<file path="src/rtl/serial_magnitude_comparator.sv">
// Multi-cycle magnitude comparator: walks both operands SLICE bits per cycle, MSB first,
// exiting on the first unequal slice. Define CMP_SIGNED_EN for a two's-complement compare.
module serial_magnitude_comparator #(
    parameter int WIDTH = 16,
    parameter int SLICE = 4,
    parameter int CNT_W = 8
) (
    input  logic             clk_i,
    input  logic             rst_i,
    input  logic             start_i,
    input  logic [WIDTH-1:0] a_i,
    input  logic [WIDTH-1:0] b_i,
    input  logic             clr_cnt_i,
    output logic             busy_o,
    output logic             done_o,
    output logic             gt_o,
    output logic             lt_o,
    output logic             eq_o,
    output logic [CNT_W-1:0] num_gt_o,
    output logic [CNT_W-1:0] num_lt_o,
    output logic [CNT_W-1:0] num_eq_o
);
    localparam int NSL   = WIDTH / SLICE;
    localparam int IDX_W = (NSL > 1) ? $clog2(NSL) : 1;
    localparam logic [IDX_W-1:0] LAST_IDX = IDX_W'(NSL - 1);

    typedef enum logic [1:0] {S_IDLE, S_COMPARE, S_DONE} state_t;

    state_t             state_q, state_d;
    logic [WIDTH-1:0]   a_sh_q, a_sh_d, b_sh_q, b_sh_d;
    logic [WIDTH-1:0]   a_cap, b_cap;
    logic [SLICE-1:0]   sl_a, sl_b;
    logic [IDX_W-1:0]   idx_q, idx_d;
    logic               gt_q, gt_d, lt_q, lt_d, eq_q, eq_d;
    logic               inc_gt, inc_lt, inc_eq;
    logic [CNT_W-1:0]   num_gt_q, num_gt_d, num_lt_q, num_lt_d, num_eq_q, num_eq_d;

`ifdef CMP_SIGNED_EN
    // Flipping the sign bit maps two's complement order onto unsigned order.
    assign a_cap = {~a_i[WIDTH-1], a_i[WIDTH-2:0]};
    assign b_cap = {~b_i[WIDTH-1], b_i[WIDTH-2:0]};
`else
    assign a_cap = a_i;
    assign b_cap = b_i;
`endif

    assign sl_a = a_sh_q[WIDTH-1 -: SLICE];
    assign sl_b = b_sh_q[WIDTH-1 -: SLICE];

    function automatic logic [CNT_W-1:0] cnt_next(input logic [CNT_W-1:0] q,
                                                  input logic inc, input logic clr);
        if (clr)
            return '0;
        else if (inc && !(&q))
            return q + CNT_W'(1);
        else
            return q;
    endfunction

    always_comb begin
        state_d = state_q;
        a_sh_d  = a_sh_q;
        b_sh_d  = b_sh_q;
        idx_d   = idx_q;
        gt_d    = gt_q;
        lt_d    = lt_q;
        eq_d    = eq_q;
        inc_gt  = 1'b0;
        inc_lt  = 1'b0;
        inc_eq  = 1'b0;
        case (state_q)
            S_IDLE: begin
                if (start_i) begin
                    a_sh_d  = a_cap;
                    b_sh_d  = b_cap;
                    idx_d   = '0;
                    state_d = S_COMPARE;
                end
            end
            S_COMPARE: begin
                if (sl_a != sl_b) begin
                    inc_gt  = (sl_a > sl_b);
                    inc_lt  = (sl_a < sl_b);
                    gt_d    = inc_gt;
                    lt_d    = inc_lt;
                    eq_d    = 1'b0;
                    state_d = S_DONE;
                end else if (idx_q == LAST_IDX) begin
                    inc_eq  = 1'b1;
                    gt_d    = 1'b0;
                    lt_d    = 1'b0;
                    eq_d    = 1'b1;
                    state_d = S_DONE;
                end else begin
                    a_sh_d = a_sh_q << SLICE;
                    b_sh_d = b_sh_q << SLICE;
                    idx_d  = idx_q + IDX_W'(1);
                end
            end
            S_DONE:  state_d = S_IDLE;
            default: state_d = S_IDLE;
        endcase
        // Clear wins over an increment landing on the same edge.
        num_gt_d = cnt_next(num_gt_q, inc_gt, clr_cnt_i);
        num_lt_d = cnt_next(num_lt_q, inc_lt, clr_cnt_i);
        num_eq_d = cnt_next(num_eq_q, inc_eq, clr_cnt_i);
    end

    always_ff @(posedge clk_i) begin
        if (rst_i) begin
            state_q  <= S_IDLE;
            a_sh_q   <= '0;
            b_sh_q   <= '0;
            idx_q    <= '0;
            gt_q     <= 1'b0;
            lt_q     <= 1'b0;
            eq_q     <= 1'b0;
            num_gt_q <= '0;
            num_lt_q <= '0;
            num_eq_q <= '0;
        end else begin
            state_q  <= state_d;
            a_sh_q   <= a_sh_d;
            b_sh_q   <= b_sh_d;
            idx_q    <= idx_d;
            gt_q     <= gt_d;
            lt_q     <= lt_d;
            eq_q     <= eq_d;
            num_gt_q <= num_gt_d;
            num_lt_q <= num_lt_d;
            num_eq_q <= num_eq_d;
        end
    end

    assign busy_o   = (state_q == S_COMPARE);
    assign done_o   = (state_q == S_DONE);
    assign gt_o     = gt_q;
    assign lt_o     = lt_q;
    assign eq_o     = eq_q;
    assign num_gt_o = num_gt_q;
    assign num_lt_o = num_lt_q;
    assign num_eq_o = num_eq_q;
endmodule

</file>
<file path="config.mk">
export PLATFORM = sky130hd
export DESIGN_NAME = serial_magnitude_comparator
export DESIGN_NICKNAME = d
export VERILOG_FILES = /design/src/rtl/serial_magnitude_comparator.sv
export SDC_FILE = /design/constraint.sdc
export NUM_CORES = 1
export LEC_CHECK = 0
export ABC_AREA = 1
export CAP_MARGIN = 20
export CORE_ASPECT_RATIO = 0.6
export CORE_MARGIN = 10
export CORE_UTILIZATION = 51
export CTS_CLUSTER_SIZE = 24
export DETAILED_ROUTE_END_ITERATION = 6
export GPL_ROUTABILITY_DRIVEN = 0
export GPL_TIMING_DRIVEN = 0
export PLACE_DENSITY = 0.86
export RECOVER_POWER = 50
export SYNTH_ARGS = -nofsm -noshare
export SYNTH_HDL_FRONTEND = slang
export SYNTH_SLANG_ARGS = --single-unit
</file>
<file path="constraint.sdc">
create_clock -name clk_i -period 2.2 [get_ports clk_i]
set_input_delay 0.22 -clock clk_i [delete_from_list [all_inputs] [get_ports clk_i]]
set_output_delay 0.22 -clock clk_i [all_outputs]
set_load 0.1 [all_outputs]
</file>
==> metrics list, run 1 <==
- DP Worst Slack: -175 ps
- Static timing analysis puts the maximum clock frequency at approximately 470 MHz.
* Post-detailed-route wirelength per cell: 13.8 µm
* Adder-cell area share of the yosys netlist: roughly 3.3%
* First-pass GRT wire length: between 10,000 and 15,000 µm
- A synthesized cell averages roughly 6.6 µm².
- Synthesis produced a netlist whose cell count is 470.
- Counting the buffers created by CTS gives 9.
- The routed design has around 8600 µm of wire.
* CTS clk-pin slew, worst paths: approximately 60 ps
* Synth top area cells: dfxtp_1, nand2_1, a21oi_1
- Setup Buffers After CTS: 0
- From synthesis to final layout, the design area changed by 26.2%.
- Number of enable-type register cells in the synthesized netlist: 0
- Count of final setup violators: 0
- Remaining design rule violation count: 0
* Count leader, synth: nand2_1
* Number of antenna violations at the first check in global routing: 0
- By area, the combinational part of the netlist is dominated by simple AND/OR/NAND/NOR gates.
- Area of combinational cells with multiple inputs: roughly 0.0016 mm²
- Of the post-synthesis cell area, the part taken by muxes is 0%.
- Area fraction of the dominant cell type after synthesis: between 40% and 50%
- Area of the core: ~0.0057 mm²
- Number of buffers inserted by hold repair at cts: 0
- Final Critical Period: roughly 2100 ps
- Pin count of the biggest net entering global routing: 11
- Together, buffers and inverters on the worst path number 1.
* Grt ovf: 0
* Maximum count of clock buffers along a single path: 2
- Global-route usage over all layers: a little under a fifth
* Die extent in y: around 80 µm
* Crit-path max cell delay: around 1200 ps
* Post-DP HPWL: 6330 µm
- Routed via count divided by cell count: approximately 5
- Die Area: 0.00965 mm²
- Setup CP Type: flop to primary output
- Class of the most critical hold timing path: input pin to flop
* Post-Synthesis Net Count: 514
- Maximum ir drop on the vdd rail: 0.328 mV
- Total via count after detailed routing: 3,222
- Instance area after placement: ~0.0038 mm²
- Pre-antenna DRT Iters: 5
* Max Cap Violations: 0
* Largest delay contributor family on the critical path: buffers and inverters
- The cell area that synthesis handed to floorplanning was 0.00308 mm².
- In this run the core area contains 21 standard-cell rows.
- The synthesized netlist devotes 2.84% of its cell area to XOR and XNOR gates.
- The repair_antennas step left the layout with diodes totalling 0.
* Synth warnings: 0
* CP max-delay cell: clkdlybuf4s50_1
* Initial Util: ~54%
* Worst Path Required: around 2000 ps
- The final-report max-slew violation count came to 0.
- CTS built an H-tree with a depth of 3.
* Count of buffers inserted at the top-level ports: 63
- In this run the horizontal extent of the chip is approximately 120 µm.
- Final worst-path cycle share: a little over nine tenths
- The via count of the first global-routing pass was about 3,000.
- Summed area of non-filler cells in the final layout: 0.00388 mm²
* Layout cell share with drive strength beyond 1: 6.95%
- The worst setup path is launched from a flop.
* Max_slew headroom: approximately 19%
* Leakage power figure: approximately 1.8 nW
- Post-Synth Simple-Gate Area: a little under two fifths
* Layout filler cell count: 525
* Smallest setup slack after layout: 64.0 ps
- Once detail routing completed, the nets flagged for antenna violations numbered 0.
- For this block, the initial DRC count from the detailed router was ~330.
* Result of the run: finished clean
- Registers take approximately 0.0013 mm².
- CTS Sinks: 63
* #FFs+latches synth: 63
- STA classifies the critical path endpoint as a primary output.
* Top-Level Pins: 65
- Clock skew on the completed layout was measured at ~8.4 ps.
- Summing the areas of all compound-gate instances in the mapped netlist gives between 7 and 8% of the synthesized area.
- Number of endpoints with negative hold slack in the final report: 0
* Clk Latency, worst-skew pair: around 340 ps
- The tree is rooted in a clkbuf_8.
- Most used DFF post-synth: dfxtp_1
- Top cells by count, synth: nand2_1, dfxtp_1, inv_1
- Data arrival at the endpoint of the critical path: 1920 ps
- Share of synthesized registers carrying an async set or reset: 0%
* Post-synthesis sequential area ratio: around two fifths
- For this run, the post-layout net count is between 500 and 600.
- Count of different cell masters after synthesis: 27
* Actual transition at the worst max-transition pin: around 1200 ps
* Yosys top cell by area: dfxtp_1
- Cells along the critical path: clkdlybuf4s50_1
- RSZ-0062 raised after global routing: false
- TritonCTS built the clock tree.
- Summing internal, switching and leakage power gives approximately 2.9 mW.
- In this run the power density over the cells is roughly 730 mW/mm².
- Critical-path maximum fanout: 6
## cells in the final DEF (no fill, tap or decap), types with 2 or more instances in the layout
master and count:
o21ai_1 4, nand3_1 25, nand2_2 2, clkbuf_1 18, nor2_2 5, inv_2 4
clkdlybuf4s50_1 49, xor2_1 6, buf_2 6, nor2_1 20, dfxtp_1 61, dfxtp_2 2
xnor2_1 4, o21ai_0 12, inv_1 32, a21oi_1 26, nand4_1 5, buf_4 2
clkbuf_2 2, ha_1 8, clkbuf_8 11, nand2_1 234
## per-layer routing
layer | global-route usage (%) | wire, µm | up-vias
li1 | - | - | 1614
met1 | 21.6 | 3830 | 1462
met2 | 29.3 | 3940 | 128
met3 | 6.49 | 685 | 18
met4 | 7.31 | 183 | 0
met5 | 0 | 0 | -
## final cells by class
| class | instances | area share [%] |
|---|---|---|
| multi-input cells | 357 | 41.3 |
| well taps | 80 | 2.58 |
| inverters | 37 | 3.57 |
| plain buffers | 13 | 1.67 |
| repair buffers | 63 | 14.1 |
| clock inverters | 1 | 0.129 |
| clock buffers | 13 | 4.09 |
| flip-flops and latches | 63 | 32.5 |
## flip-flops by register name (all words and copies together), names as in the netlist
name	flops
num_gt_o	8
gt_o	1
b_sh_q	16
lt_o	1
a_sh_q	16
num_eq_o	8
state_q	2
idx_q	2
num_lt_o	8
eq_o	1
## through the flow
| stage | setup TNS, ps | hold slack, ps | std cells | utilization, % |
|---|---|---|---|---|
| after global routing | 0 | 191 | 627 | 68.1 |
| after floorplan | 0 | 361 | 470 | - |
| final | 0 | 189 | 627 | 68.1 |
| after detailed placement | -175 | 439 | 613 | 66.9 |
| after CTS | 0 | 177 | 627 | 69.7 |
| after global placement | -187 | 438 | 613 | 66.9 |
## timing repair
item                       in CTS  in global routing
gates resized for setup         6                 14
gates cloned                    0                  0
setup endpoints to repair       4                 16
## power by group
group / internal [mW] / leakage, nW / switching (mW)
clock: 0.457 / 0.0854 / 0.416
combinational: 0.217 / 1.17 / 0.467
sequential: 1.24 / 0.514 / 0.0573
## worst paths after layout
kind	startpoint	endpoint	slack, ps	cells after the start
setup / recovery	num_gt_o[5]	num_gt_o[5]	60	1
hold reg to reg	a_sh_q[9]	a_sh_q[9]	450	2
setup reg to reg	b_sh_q[15]	num_eq_o[6]	230	10
hold / removal	rst_i	lt_o	190	2
## cell families after synthesis
kind of cell	Yosys count
adders and majority gates	8
DFF	63
xor gates and xnor gates	10
buffers and inverters	50
and+or+nand+nor	294
AOI/OAI and AO/OA	45
Power figures use the tool's default switching activity.
==> run 2: changes to the inputs <==
- SLEW_MARGIN: unset -> 40
==> run 2 against run 1 <==
  * Cell count is 0.32% higher
  * Sequential share of layout area is 0.52 points higher
  * Clock skew is 4.0 ps higher
  * First-iteration DRC count stayed put
  * Highest routed layer unchanged
==> metrics list, run 2 (synthesized netlist as in run 1, its figures left out) <==
- Result of the run: finished clean (unchanged)
* Clk Latency, worst-skew pair: 350 ps (was 340 ps)
* Antenna Violating Nets Remaining: 0 (unchanged)
- Most frequent cells in the layout: nand2_1, dfxtp_1, clkdlybuf4s50_1 (unchanged).
- The TritonCTS buffer count is 9 (unchanged).
- Max_slew headroom: 21.7% (was 19.2%)
- Number of antenna violations at the first check in global routing: 0 (unchanged)
* Layout filler cell count: 519 (was 525)
* Routed via count divided by cell count: 5.12 (was 5.14)
* Max Cap Violations: 0 (unchanged)
* Number of slew-limit violations in the final report: 0 (unchanged)
- The setup clock skew after layout came to 12.5 ps (was 8.42 ps).
- Post-DP HPWL: 6300 µm (was 6330 µm)
- Total power consumption of the routed design: 2.97 mW (was 2.86 mW)
* Grt ovf: 0 (unchanged)
- The buffer cell driving the clock tree root is clkbuf_8 (unchanged).
* DR iter-0 viols: 332 (unchanged)
* Area growth, synth to finish: 24.2% (was 26.2%)
- The clock-pin slew of the registers on the worst-case setup and hold paths came to 70 ps (was 60 ps).
- The maximum frequency from static timing analysis was 501 MHz (was 468 MHz).
- The worst path arrival time came to 2260 ps (was 1920 ps).
* Utilization after layout: 67.1% (was 68.1%)
* Maximum count of clock buffers along a single path: 2 (unchanged)
* Number of diodes added for antenna fixing: 0 (unchanged)
* Final Critical Period: 2000 ps (was 2140 ps)
- Largest regs: a_sh_q (16), b_sh_q (16) (unchanged).
* Ratio of total power to cell area: 776 mW/mm² (was 735 mW/mm²)
* Startpoint type of the worst setup path: flop (unchanged)
- Count of final setup violators: 0 (unchanged)
- The total iterations of the first detailed-routing run was 6 (was 5).
* Maximum ir drop on the vdd rail: 0.375 mV (was 0.328 mV)
- The most common cell after layout, fill and taps aside is nand2_1 (unchanged).
- Remaining design rule violation count: 0 (unchanged)
* Area of combinational cells with multiple inputs: 0.00161 mm² (was 0.00160 mm²)
- The slew at the pin closest to its max-slew limit was 1180 ps (was 1220 ps).
* Total via count after detailed routing: 3,219 (was 3,222)
- The type of the worst setup path is flop to flop (was flop to primary output).
* Pin count of the biggest net entering global routing: 11 (unchanged)
- The kind of end point of the critical path is a flop (was primary output).
- RSZ-0062 raised after global routing: false (unchanged)
- Number of endpoints with negative hold slack in the final report: 0 (unchanged)
- The starting density of the core was 54.0% (unchanged).
- Final worst-path cycle share: 90.8% (was 97.1%)
- The number of sinks on the clock net was 63 (unchanged).
- The count of pins on the block boundary is 65 (unchanged).
* Class of the most critical hold timing path: input pin to flop (unchanged)
- Std cell rows: 21 (unchanged)
* Area of the core: 0.00570 mm² (unchanged)
- Global-route usage over all layers: 17.9% (was 18.1%)
- Leakage power figure: 1.75 nW (was 1.77 nW)
- The layout cell share with drive strength beyond 1 is 7.83% (was 6.95%).
* Post-detailed-route wirelength per cell: 13.4 µm (was 13.8 µm)
- CTS tree: yes (unchanged)
- Die span in x: 120 µm (unchanged)
- First-pass GRT wire length: 14,000 µm (was 14,200 µm)
- The number of port buffers is 63 (unchanged).
- The endpoint required time on the critical path came to 2460 ps (was 1980 ps).
- Wirelength, routed: 8420 µm (was 8640 µm)
- H-tree depth reported by CTS: 3 (unchanged)
- Fin nets: 588 (unchanged)
* Critical-path maximum fanout: 10 (was 6)
- Seq. cell area: 0.00126 mm² (unchanged)
- The via count of the first global-routing pass is 2,927 (was 3,057).
* Die extent in y: 80.2 µm (unchanged)
- The floorplan die area came to 0.00965 mm² (unchanged).
run 2: through the flow:
| step | hold slack, ps | std cells | worst slack [ps] | cell area, µm² | TNS (ps) |
|---|---|---|---|---|---|
| after floorplan | 361 | 470 | 15.0 | 3080 | 0 |
| after global placement | 438 | 613 | -187 | 3810 | -187 |
| after detailed placement | 441 | 613 | 302 | 3670 | 0 |
| after CTS | 173 | 629 | 127 | 3860 | 0 |
| after global routing | 175 | 629 | 69.4 | 3820 | 0 |
| final | 182 | 629 | 203 | 3820 | 0 |
run 2: cell type report:
cell class	instances	share of cell area, %
Clock inverter	4	1.18
Sequential cell	63	33.0
Tap cell	80	2.62
Timing Repair Buffer	63	12.0
Multi-Input combinational cell	357	42.0
Clock buffer	12	3.80
Buffer	13	1.73
Inverter	37	3.63
run 2: worst max-delay path, stage by stage, from the launching register on:
cell and delay [ps]:
dfxtp_1 340, inv_1 50, ha_1 280, nand2_1 140
nor2_1 100, nand2_1 90, o21ai_2 100, nor2_2 240
clkbuf_1 380, nand2_1 80, o21ai_0 110
run 2: timing repair:
action | 4_1_cts | 5_1_grt
endpoints found under the setup margin | 0 | 1
setup buffers | 0 | 0
resized for setup | 0 | 1
hold buffers | 0 | 0
endpoints found under the hold margin | 0 | 0
run 2: routing by layer:
| metal | up-vias | global-route usage, % | routed length, µm |
|---|---|---|---|
| met5 | - | 0 | 0 |
| met4 | 0 | 6.12 | 145 |
| met3 | 19 | 6.28 | 712 |
| met2 | 134 | 27.9 | 3820 |
| met1 | 1453 | 22.5 | 3750 |
| li1 | 1613 | - | - |
run 2: report_power, final:
group	leakage, nW	total (mW)	internal [mW]	switching (mW)
registers	0.514	1.30	1.24	0.0574
logic	1.14	0.674	0.209	0.464
clock network	0.100	0.996	0.549	0.446
total	1.75	2.97	2.00	0.968
run 2: path summary, 6_finish.rpt:
check,startpoint,end,slack (ps),cells after the start
max,b_sh_q[15],a_sh_q[3],200,10
max reg2reg,b_sh_q[15],a_sh_q[3],200,10
min reg2reg,a_sh_q[9],a_sh_q[9],450,2
min,rst_i,state_q[1],180,2
==> run 3: changes to the inputs <==
- CORE_UTILIZATION: 51 -> 55
- PLACE_DENSITY: 0.86 -> 0.91
- clock period: 2.2 -> 2.55 ns (I/O delays scaled with it)
==> run 3 against run 2 <==
  * Non-clock buffer count unchanged
  * Flip-flop and latch count is the same
  * Utilization grew 4.9 points
  * Sequential share of layout area up 0.48 points
  * Setup slack better by 240 ps
  * Count of clock-buffer cells in the layout decreased by 1
  * Maximum frequency down 5.4%
  * Critical path depth unchanged
  * First-iteration DRC count is 21% lower
  * Combinational power shrank 16%
  * Clock power decreased by 26%
  * Critical endpoint is now b_sh_q[7]
  * Wire length shrank 0.61%
==> metrics list, run 3 (synthesized netlist as in run 1, its figures left out) <==
- Critical-path maximum fanout: 10 (unchanged)
- The post-route setup TNS is 0 ps (unchanged).
- The endpoint required time on the critical path came to 2830 ps (was 2460 ps).
- The wire length of the first global-routing pass is 13,600 µm (was 14,000 µm).
- The busiest metal layer after global routing is met2 (unchanged).
- Wirelength, routed: 8370 µm (was 8420 µm)
- Grt ovf: 0 (unchanged)
* Met3 track demand over resource: 6.61% (was 6.28%)
- Leakage power figure: 1.72 nW (was 1.75 nW)
- The HPWL reported at the end of detailed placement was 6290 µm (was 6300 µm).
- Largest regs: a_sh_q (16), b_sh_q (16) (unchanged).
- Number of buffers inserted by hold repair at cts: 0 (unchanged)
- Ratio of total power to cell area: 645 mW/mm² (was 776 mW/mm²)
* Total via count after detailed routing: 3,253 (was 3,219)
* Global-route usage over all layers: 18.3% (was 17.9%)
- The final worst-path cycle share was 82.8% (was 90.8%).
- DP Worst Slack: 654 ps (was 302 ps)
* Max_slew headroom: 20.6% (was 21.7%)
* Comb power frac: 23.3% (was 22.7%)
- NetSw: 0.811 mW (was 0.968 mW)
* Setup CP Type: flop to flop (unchanged)
* Fin nets: 588 (unchanged)
* Met1 usage in global routing: 23.7% (was 22.5%)
* Count of buffers inserted at the top-level ports: 63 (unchanged)
* RSZ-0062 raised after global routing: false (unchanged)
- Max Cap Violations: 0 (unchanged)
- Remaining design rule violation count: 0 (unchanged)
- The worst setup slack for register-to-register paths was 440 ps (was 200 ps).
- The via count of the first global-routing pass came to 2,937 (was 2,927).
- Length in cells of the worst reg-to-reg path: 10 (unchanged)
- Area of combinational cells with multiple inputs: 0.00160 mm² (was 0.00161 mm²)
* Number of antenna violations at the first check in global routing: 1 (was 0)
- The worst hold slack is 214 ps (was 182 ps).
- Actual transition at the worst max-transition pin: 1200 ps (was 1180 ps)
- Result of the run: finished clean (unchanged).
- The share of total power consumed by net switching came to 33.5% (was 32.6%).
- The final number of hold-violating endpoints is 0 (unchanged).
- The cell-internal power was 1.61 mW (was 2.00 mW).
* Final Critical Period: 2110 ps (was 2000 ps)
* Hold Path Sink: lt_o (was state_q[1])
- Utilization after layout: 71.9% (was 67.1%)
* Layout filler cell count: 465 (was 519)
- The number of buffers inserted by post-CTS setup repair is 0 (unchanged).
* Endpoint type of the worst setup path: flop (unchanged)
- Post-CTS Resized: 0 (unchanged)
* Top-Level Pins: 65 (unchanged)
* Root buf cell: clkbuf_8 (unchanged)
- The maximum frequency from static timing analysis is 474 MHz (was 501 MHz).
- The count of H-tree levels built during CTS came to 3 (unchanged).
- DR iter-0 viols: 261 (was 332)
* Number of slew-limit violations in the final report: 0 (unchanged)
* Launch point of the worst hold path: rst_i (unchanged)
- Routed via count divided by cell count: 5.29 (was 5.12)
* CTS clk-pin slew, worst paths: 60 ps (was 70 ps)
- Area of the core: 0.00523 mm² (was 0.00570 mm²)
- Area growth, synth to finish: 22.1% (was 24.2%)
* Count of final setup violators: 0 (unchanged)
- Die Area: 0.00909 mm² (was 0.00965 mm²)
* Leading cell type in the layout, fill and taps excluded: nand2_1 (unchanged)
- Post-route clock skew: 10.6 ps (was 12.5 ps)
- The startpoint of the most critical register-to-register path is b_sh_q[15] (unchanged).
- The slack of the critical path was 439 ps (was 203 ps).
- The overall die height came to 78.0 µm (was 80.2 µm).
- The starting density of the core came to 58.9% (was 54.0%).
- The clock network fraction of total power came to 30.5% (was 33.6%).
- The TritonCTS buffer count came to 9 (unchanged).
- Most frequent cells in the layout: nand2_1, dfxtp_1, clkbuf_1 (was nand2_1, dfxtp_1, clkdlybuf4s50_1).
- The number of buffers between clock root and the deepest sink came to 2 (unchanged).
- The met2 capacity usage during global routing was 27.9% (about the same).
* Pre-antenna DRT Iters: 5 (was 6)
* Part of the total power dissipated in sequential elements: 46.2% (was 43.7%)
- Layout cell share with drive strength beyond 1: 6.02% (was 7.83%)
- Die span in x: 117 µm (was 120 µm)
- Clk Latency, worst-skew pair: 340 ps (was 350 ps)
* End of the worst register-to-register path: b_sh_q[7] (was a_sh_q[3])
- The mean routed wirelength per cell came to 13.6 µm (was 13.4 µm).
- CTS tree: yes (unchanged)
- Maximum ir drop on the vdd rail: 0.396 mV (was 0.375 mV)
- Seq. cell area: 0.00126 mm² (about the same)
- CTS Sinks: 63 (unchanged)
* Class of the most critical hold timing path: input pin to flop (unchanged)
- Std cell rows: 20 (was 21)
* Hold-critical path depth: 2 (unchanged)
* Data arrival at the endpoint of the critical path: 2390 ps (was 2260 ps)
- Antenna Violating Nets Remaining: 0 (unchanged)
- The sort of element at the start of the critical path was a flop (unchanged).
- The largest net degree at the start of global routing came to 11 (unchanged).
## run 3: cell count changes in the layout (fill, tap and decap cells not counted), moves of 2 or more
| cell | before | now |
|---|---|---|
| dfxtp_2 | 2 | 0 |
| clkbuf_2 | 4 | 0 |
| dfxtp_1 | 61 | 63 |
| o21ai_0 | 11 | 13 |
| clkbuf_1 | 31 | 35 |
## run 3: layout make-up
cell class                 instances  area share (%)
timing repair buffer              63            12.0
sequential                        63            33.5
tap                               66            2.20
multi-input combinational        357            42.4
clock inverter                     4           0.599
antenna                            1          0.0665
buffer                            13            1.73
inverter                          37            3.69
clock buffer                      11            3.76
## run 3: per-stage QoR
stage / cells / power, mW / instance area [µm²]
after floorplan: 470 / 1.54 / 3080
after global placement: 599 / 1.71 / 3790
after detailed placement: 599 / 1.72 / 3650
after CTS: 614 / 2.45 / 3810
after global routing: 614 / 2.55 / 3760
final: 615 / 2.42 / 3760
## run 3: critical path, cell delays in order, from the launching register on
cell      delay, ps
dfxtp_1         340
inv_1            50
ha_1            280
nand2_1         120
nor2_1          100
nand2_1          70
o21ai_0         230
nor2_2          270
clkbuf_1        400
nand2_1         120
nand2_1          90
## run 3: metal layers
layer	vias to the layer above	wire length, µm
li1	1616	-
met4	0	108
met3	16	773
met2	139	3720
met1	1482	3770
met5	-	0
## run 3: worst max path at each step
stage,from,endpoint,slack (ps),depth (start not counted)
4_1_cts,state_q[1],busy_o,460,6
2_1_floorplan,num_lt_o[0],num_lt_o[2],250,7
3_5_place_dp,clr_cnt_i,num_gt_o[0],650,5
3_3_place_gp,state_q[1],busy_o,140,6
5_1_grt,b_sh_q[15],b_sh_q[2],210,10
6_report,b_sh_q[15],b_sh_q[7],440,10
## run 3: power by group through the flow
stage / Clock [mW] / Combinational [mW] / Sequential (mW)
final: 0.739 / 0.565 / 1.12
after global routing: 0.791 / 0.632 / 1.13
after CTS: 0.744 / 0.582 / 1.12
after detailed placement: 0 / 0.576 / 1.14
after global placement: 0 / 0.569 / 1.14
after floorplan: 0 / 0.368 / 1.18
